File: config.mk
export PLATFORM = sky130hd
export DESIGN_NAME = regfile_mp
export DESIGN_NICKNAME = d
export VERILOG_FILES = /design/src/rtl/regfile_pkg.sv /design/src/rtl/regfile_mp_scoreboard.sv /design/src/rtl/regfile_mp.sv
export SDC_FILE = /design/constraint.sdc
export NUM_CORES = 2
export LEC_CHECK = 0
export CAP_MARGIN = 10
export CELL_PAD_IN_SITES_DETAIL_PLACEMENT = 1
export CELL_PAD_IN_SITES_GLOBAL_PLACEMENT = 2
export CORE_MARGIN = 1.5
export CORE_UTILIZATION = 45
export CTS_CLUSTER_DIAMETER = 120
export CTS_CLUSTER_SIZE = 8
export DETAILED_ROUTE_END_ITERATION = 12
export HOLD_SLACK_MARGIN = 0.15
export PLACE_DENSITY_LB_ADDON = 0.3
export SETUP_SLACK_MARGIN = 0.02
export SLEW_MARGIN = 25
export SYNTH_ARGS = -nofsm -noshare
export SYNTH_HDL_FRONTEND = slang
export SYNTH_SLANG_ARGS = --single-unit
File: constraint.sdc
create_clock -name CLK -period 11.85 [get_ports CLK]
set_clock_uncertainty 0.2 [all_clocks]
set_input_delay 2.9625 -clock CLK [delete_from_list [all_inputs] [get_ports CLK]]
set_output_delay 2.9625 -clock CLK [all_outputs]
set_load 0.05 [all_outputs]
File: src/rtl/regfile_pkg.sv
// Shared constants and helpers for the multi-port register file.
package regfile_pkg;

  localparam int unsigned W_DEF    = 32;
  localparam int unsigned NREG_DEF = 32;
  localparam int unsigned REG_ZERO = 0;
  localparam int unsigned BUS_MAX  = 64;

  // Extracts address field i (aw bits wide) from a flattened read-address bus.
  function automatic logic [15:0] rd_port_addr(input logic [BUS_MAX-1:0] bus,
                                               input int unsigned i,
                                               input int unsigned aw);
    logic [BUS_MAX-1:0] sh;
    sh = bus >> (i * aw);
    return 16'(sh & ((64'd1 << aw) - 64'd1));
  endfunction

endpackage

File: src/rtl/regfile_mp_scoreboard.sv
// Per-register pending scoreboard: issue sets, writeback clears, issue wins.
module rf_scoreboard
  import regfile_pkg::*;
#(
  parameter int unsigned NREG = NREG_DEF,
  parameter int unsigned AW   = $clog2(NREG)
) (
  input  logic          CLK,
  input  logic          Reset,
  input  logic          iss_valid_i,
  input  logic [AW-1:0] iss_addr_i,
  input  logic          we0_i,
  input  logic [AW-1:0] wa0_i,
  input  logic          we1_i,
  input  logic [AW-1:0] wa1_i,
  output logic [NREG-1:0] pend_o,
  output logic [AW:0]     pend_cnt_o
);

  logic [NREG-1:0] pend_q, pend_d;
  logic [AW:0]     cnt_q, cnt_d;

  always_comb begin
    pend_d = pend_q;
    cnt_d  = '0;
    for (int unsigned r = 1; r < NREG; r++) begin
      if (iss_valid_i && iss_addr_i == AW'(r))
        pend_d[r] = 1'b1;
      else if ((we0_i && wa0_i == AW'(r)) || (we1_i && wa1_i == AW'(r)))
        pend_d[r] = 1'b0;
    end
    pend_d[REG_ZERO] = 1'b0;
    for (int unsigned r = 0; r < NREG; r++)
      cnt_d = cnt_d + (AW+1)'(pend_d[r]);
  end

  always_ff @(posedge CLK or negedge Reset) begin
    if (!Reset) begin
      pend_q <= '0;
      cnt_q  <= '0;
    end else begin
      pend_q <= pend_d;
      cnt_q  <= cnt_d;
    end
  end

  assign pend_o     = pend_q;
  assign pend_cnt_o = cnt_q;

endmodule

File: src/rtl/regfile_mp.sv
// Multi-port register file: NRD read ports, two write ports, bypass, debug read, scoreboard.
module regfile_mp
  import regfile_pkg::*;
#(
  parameter int unsigned W      = W_DEF,
  parameter int unsigned NREG   = NREG_DEF,
  parameter int unsigned AW     = $clog2(NREG),
  parameter int unsigned NRD    = 2,
  parameter int unsigned BYPASS = 1
) (
  input  logic            CLK,
  input  logic            Reset,
  input  logic [NRD*AW-1:0] rd_addr,
  output logic [NRD*W-1:0]  rd_data,
  output logic [NRD-1:0]    rd_busy,
  input  logic            we0,
  input  logic [AW-1:0]   wa0,
  input  logic [W-1:0]    wd0,
  input  logic            we1,
  input  logic [AW-1:0]   wa1,
  input  logic [W-1:0]    wd1,
  input  logic            iss_valid,
  input  logic [AW-1:0]   iss_addr,
  input  logic [AW-1:0]   dbg_addr,
  output logic [W-1:0]    dbg_data,
  output logic [AW:0]     pend_cnt
);

  logic [W-1:0]       rf_q [NREG];
  logic [NREG-1:0]    pend;
  logic [BUS_MAX-1:0] rd_bus;
  logic [AW-1:0]      ra [NRD];

  rf_scoreboard #(.NREG(NREG), .AW(AW)) u_sb (
    .CLK        (CLK),
    .Reset      (Reset),
    .iss_valid_i(iss_valid),
    .iss_addr_i (iss_addr),
    .we0_i      (we0),
    .wa0_i      (wa0),
    .we1_i      (we1),
    .wa1_i      (wa1),
    .pend_o     (pend),
    .pend_cnt_o (pend_cnt)
  );

  // Port 1 is written last so it wins a same-address collision.
  always_ff @(posedge CLK or negedge Reset) begin
    if (!Reset) begin
      for (int unsigned r = 0; r < NREG; r++) rf_q[r] <= '0;
    end else begin
      if (we0 && wa0 != AW'(REG_ZERO)) rf_q[wa0] <= wd0;
      if (we1 && wa1 != AW'(REG_ZERO)) rf_q[wa1] <= wd1;
    end
  end

  assign rd_bus = BUS_MAX'(rd_addr);

  always_comb begin
    for (int unsigned i = 0; i < NRD; i++)
      ra[i] = AW'(rd_port_addr(rd_bus, i, AW));
  end

  // Bypass is gated by Reset so the read ports stay zero while reset is held.
  always_comb begin
    rd_data = '0;
    rd_busy = '0;
    for (int unsigned i = 0; i < NRD; i++) begin
      if (ra[i] != AW'(REG_ZERO)) begin
        if ((BYPASS != 0) && Reset && we1 && wa1 == ra[i])
          rd_data[i*W +: W] = wd1;
        else if ((BYPASS != 0) && Reset && we0 && wa0 == ra[i])
          rd_data[i*W +: W] = wd0;
        else
          rd_data[i*W +: W] = rf_q[ra[i]];
      end
      rd_busy[i] = pend[ra[i]] &&
                   !((BYPASS != 0) && ((we0 && wa0 == ra[i]) || (we1 && wa1 == ra[i])));
    end
  end

  assign dbg_data = rf_q[dbg_addr];

endmodule

==> summary.txt <==
Critical path
  – Startpoint Class: input port
  – CP required: 8.69 ns
  – R2R cell count: 17
  – Cells along the critical path: clkdlybuf4s50_1 -> xnor2_1 -> nand2_1 -> nor3_2 -> nand3_2 -> buf_4 -> o221ai_1 -> clkdlybuf4s50_1
  – R2r startpoint: u_sb.pend_o[29]
  – CP arrival: 7.58 ns
  – Setup crit end kind: primary output
  – Reg-to-reg slack, setup: 6.36 ns
  – Worst path slowest cell: clkdlybuf4s50_1
  – FF-to-FF End: u_sb.pend_cnt_o[4]
  – Crit-path max FO: 13
  – CP Class: input port to primary output
  – Max incr delay on CP: 0.94 ns
  – Crit path launch: rd_addr[9]
  – Top cell by count, worst path: clkdlybuf4s50_1

Logic synthesis
  – Synth unique cells: 59
  – Fraction of registers with async set/reset: 100%
  – Post-Synthesis Cell Area: 75000 µm²
  – Post-synthesis average cell area: 10.1 µm²
  – FF+latch count, synth: 1061
  – Top_reg_cell synth: dfrtp_1
  – Cells after Synth: 7417
  – Synth warnings: 0
  – Post-synth EDFFs: 0
  – Syn Nets: 7548
  – Register area share after synthesis: 35.4%

STA
  – RSZ-0062 raised after global routing: false
  – Final setup fails: 0
  – Max frequency: 0.0931 GHz
  – Hold Fails Final Rpt: 0
  – Final Critical Period: 10.74 ns
  – Slew @ Worst Pin: 1.21 ns
  – Final period util: 90.7%
  – Setup slack after layout: 1.11 ns
  – TNS Setup: 0 ns
  – Slew Limit Fails: 0
  – Max-slew headroom: 19.0%

Drt
  – Vias: 68065
  – Detailed Route WL: 363 mm
  – Via/cell ratio: 7.34
  – Iteration-0 DRC Markers: 9721
  – Drt drc: 20
  – Antenna viol nets, final: 0
  – WL/cell: 39.2 µm
  – TritonRoute pass-1 iters: 11

Clock network
  – CTS buffer count: 150
  – CTS root buf: clkbuf_16
  – H-tree levels: 4
  – Clk pin slew, worst setup/hold paths: 0.05 ns
  – Post-CTS Hold Buffers: 0
  – Worst skew pair latency: 0.82 ns
  – CTS tree: built
  – Clock Tree Buf Depth: 3
  – Post-CTS Setup Bufs: 0
  – # clock sinks: 1061
  – Post-CTS sizing: 0

Outcome
  – Run status: finished, violations left
  – Failing checks: DRC

Job
  – Max-Cap Viols: 0

Floorplan
  – Top-Level Pins: 203
  – Die Wd: 411 µm
  – Die ar.: 169000 µm²
  – Die height: 411 µm
  – Core Area: 165000 µm²
  – Initial Util: 45.4%
  – Cell row count: 149

Min path
  – HP Class: flop to flop
  – Hold path start: rf_q[1013]
  – Hold Crit Endpoint: rf_q[1013]
  – Hold depth: 0

Cells and area
  – Share of cells above drive strength 1: 19.3%
  – # fillers: 17786
  – P&R area growth vs syn: 10.1%
  – Most frequent cells in the layout: dfrtp_1 (1061), a21oi_1 (887), nor2_1 (874), mux2i_1 (781), mux4_2 (719)
  – Nets: 7191
  – Most common cell after layout, fill and taps aside: dfrtp_1

Pwr
  – Switching pwr: 0.00550 W
  – Int Pwr: 0.00948 W
  – Combinational share of power: 35.6%
  – Clock share of power: 27.0%
  – Flop pwr share: 37.3%
  – VDD IR-drop max: 0.000273 V
  – Net Sw Frac: 36.7%
  – Pwr Density: 181 nW/µm²
  – Pleak: 33.7 nW

Global routing
  – Global-route usage over all layers: 42.6%
  – Largest net degree at the start of global routing: 147
  – First-pass GRT wire length: 514 mm
  – GRT Residual Overflow: 0
  – Initial antenna violation count: 16
  – Vias in the first global route: 68764

Place
  – Placer Congestion: 0.926
  – Input/output buffers: 202
  – Final HPWL DP: 210 mm
  – Post-Place Worst Slack: 1.35 ns
[cell type report]
class                      count  area, µm²  share of cell area (%)
antenna                       12       30.0                  0.0364
clock buffer                 156       3870                    4.69
clock inverter                 9        109                   0.132
inverter                      87        329                   0.399
multi-input combinational   5339      44800                    54.3
sequential                  1061      26600                    32.2
tap                         2189       2740                    3.32
timing repair buffer         421       4090                    4.96
[worst max-delay path: cells and delay by family]
family,cells,cell delay (ns)
AO/OA/AOI/OAI,1,0.61
XOR/XNOR,1,0.19
buffers and inverters,3,2.46
AND/OR/NAND/NOR,3,1.34
[state kept, by name, indices dropped and copies added (netlist names)]
register / flops
rf_q: 1024
u_sb.pend_cnt_o: 6
u_sb.pend_o: 31
[metrics by stage]
stage | area [µm²] | utilization [%] | instances | total power (W) | hold WS [ns]
after floorplan | 75000 | - | 7417 | 0.00912 | 0.258
after global placement | 78300 | 47.4 | 9089 | 0.0106 | 0.192
after detailed placement | 78500 | 47.5 | 9095 | 0.0109 | 0.202
after CTS | 82500 | 49.9 | 9260 | 0.0149 | 0.213
after global routing | 82500 | 50.0 | 9265 | 0.0156 | 0.224
final | 82600 | 50.0 | 9274 | 0.0150 | 0.212
[worst max-delay path by stage]
stage,to,cells past startpoint
after floorplan,u_sb.pend_cnt_o[4],21
after global placement,rd_data[63],8
after detailed placement,rd_data[63],8
after CTS,rd_data[63],8
after global routing,rd_data[63],8
final,rd_data[63],8
[power by group through the flow]
stage	clock (W)	combinational, W	sequential, W
floorplan	0	0.00388	0.00524
global placement	0	0.00515	0.00546
detailed placement	0	0.00529	0.00556
CTS	0.00406	0.00531	0.00552
global route	0.00419	0.00577	0.00568
finish	0.00405	0.00534	0.00559
[routing by layer]
layer / GRT usage (%) / wire [µm] / vias to the layer above
met5: 0 / 55 / -
met4: 29.5 / 29300 / 8
met3: 11.7 / 41200 / 1359
met2: 62.9 / 159000 / 4830
met1: 54.4 / 133000 / 35342
li1: - / - / 26526
[synthesized netlist by cell type, drive strengths merged, types with 40 or more instances]
cell type,n,area share (%)
nor3,40,0.27
a21oi,887,5.9
a221oi,63,0.74
o21ai,456,3.0
dfrtp,1061,35
mux2,157,2.4
mux4,719,22
nand2,724,3.6
mux2i,781,10
o221ai,115,1.3
clkbuf,668,3.4
buf,262,1.8
a22oi,66,0.66
o211ai,45,0.45
nor2,901,4.5
inv,85,0.43
nand3,87,0.58
[logic make-up after synthesis]
group | synth area share, %
buffers and inverters | 5.58
xor gates and xnor gates | 0.269
DFF | 35.4
adders and majority gates | 0.764
AOI/OAI and AO/OA | 14.0
muxes | 34.4
and+or+nand+nor | 9.63
No activity file was read; power rests on OpenSTA's default activity.
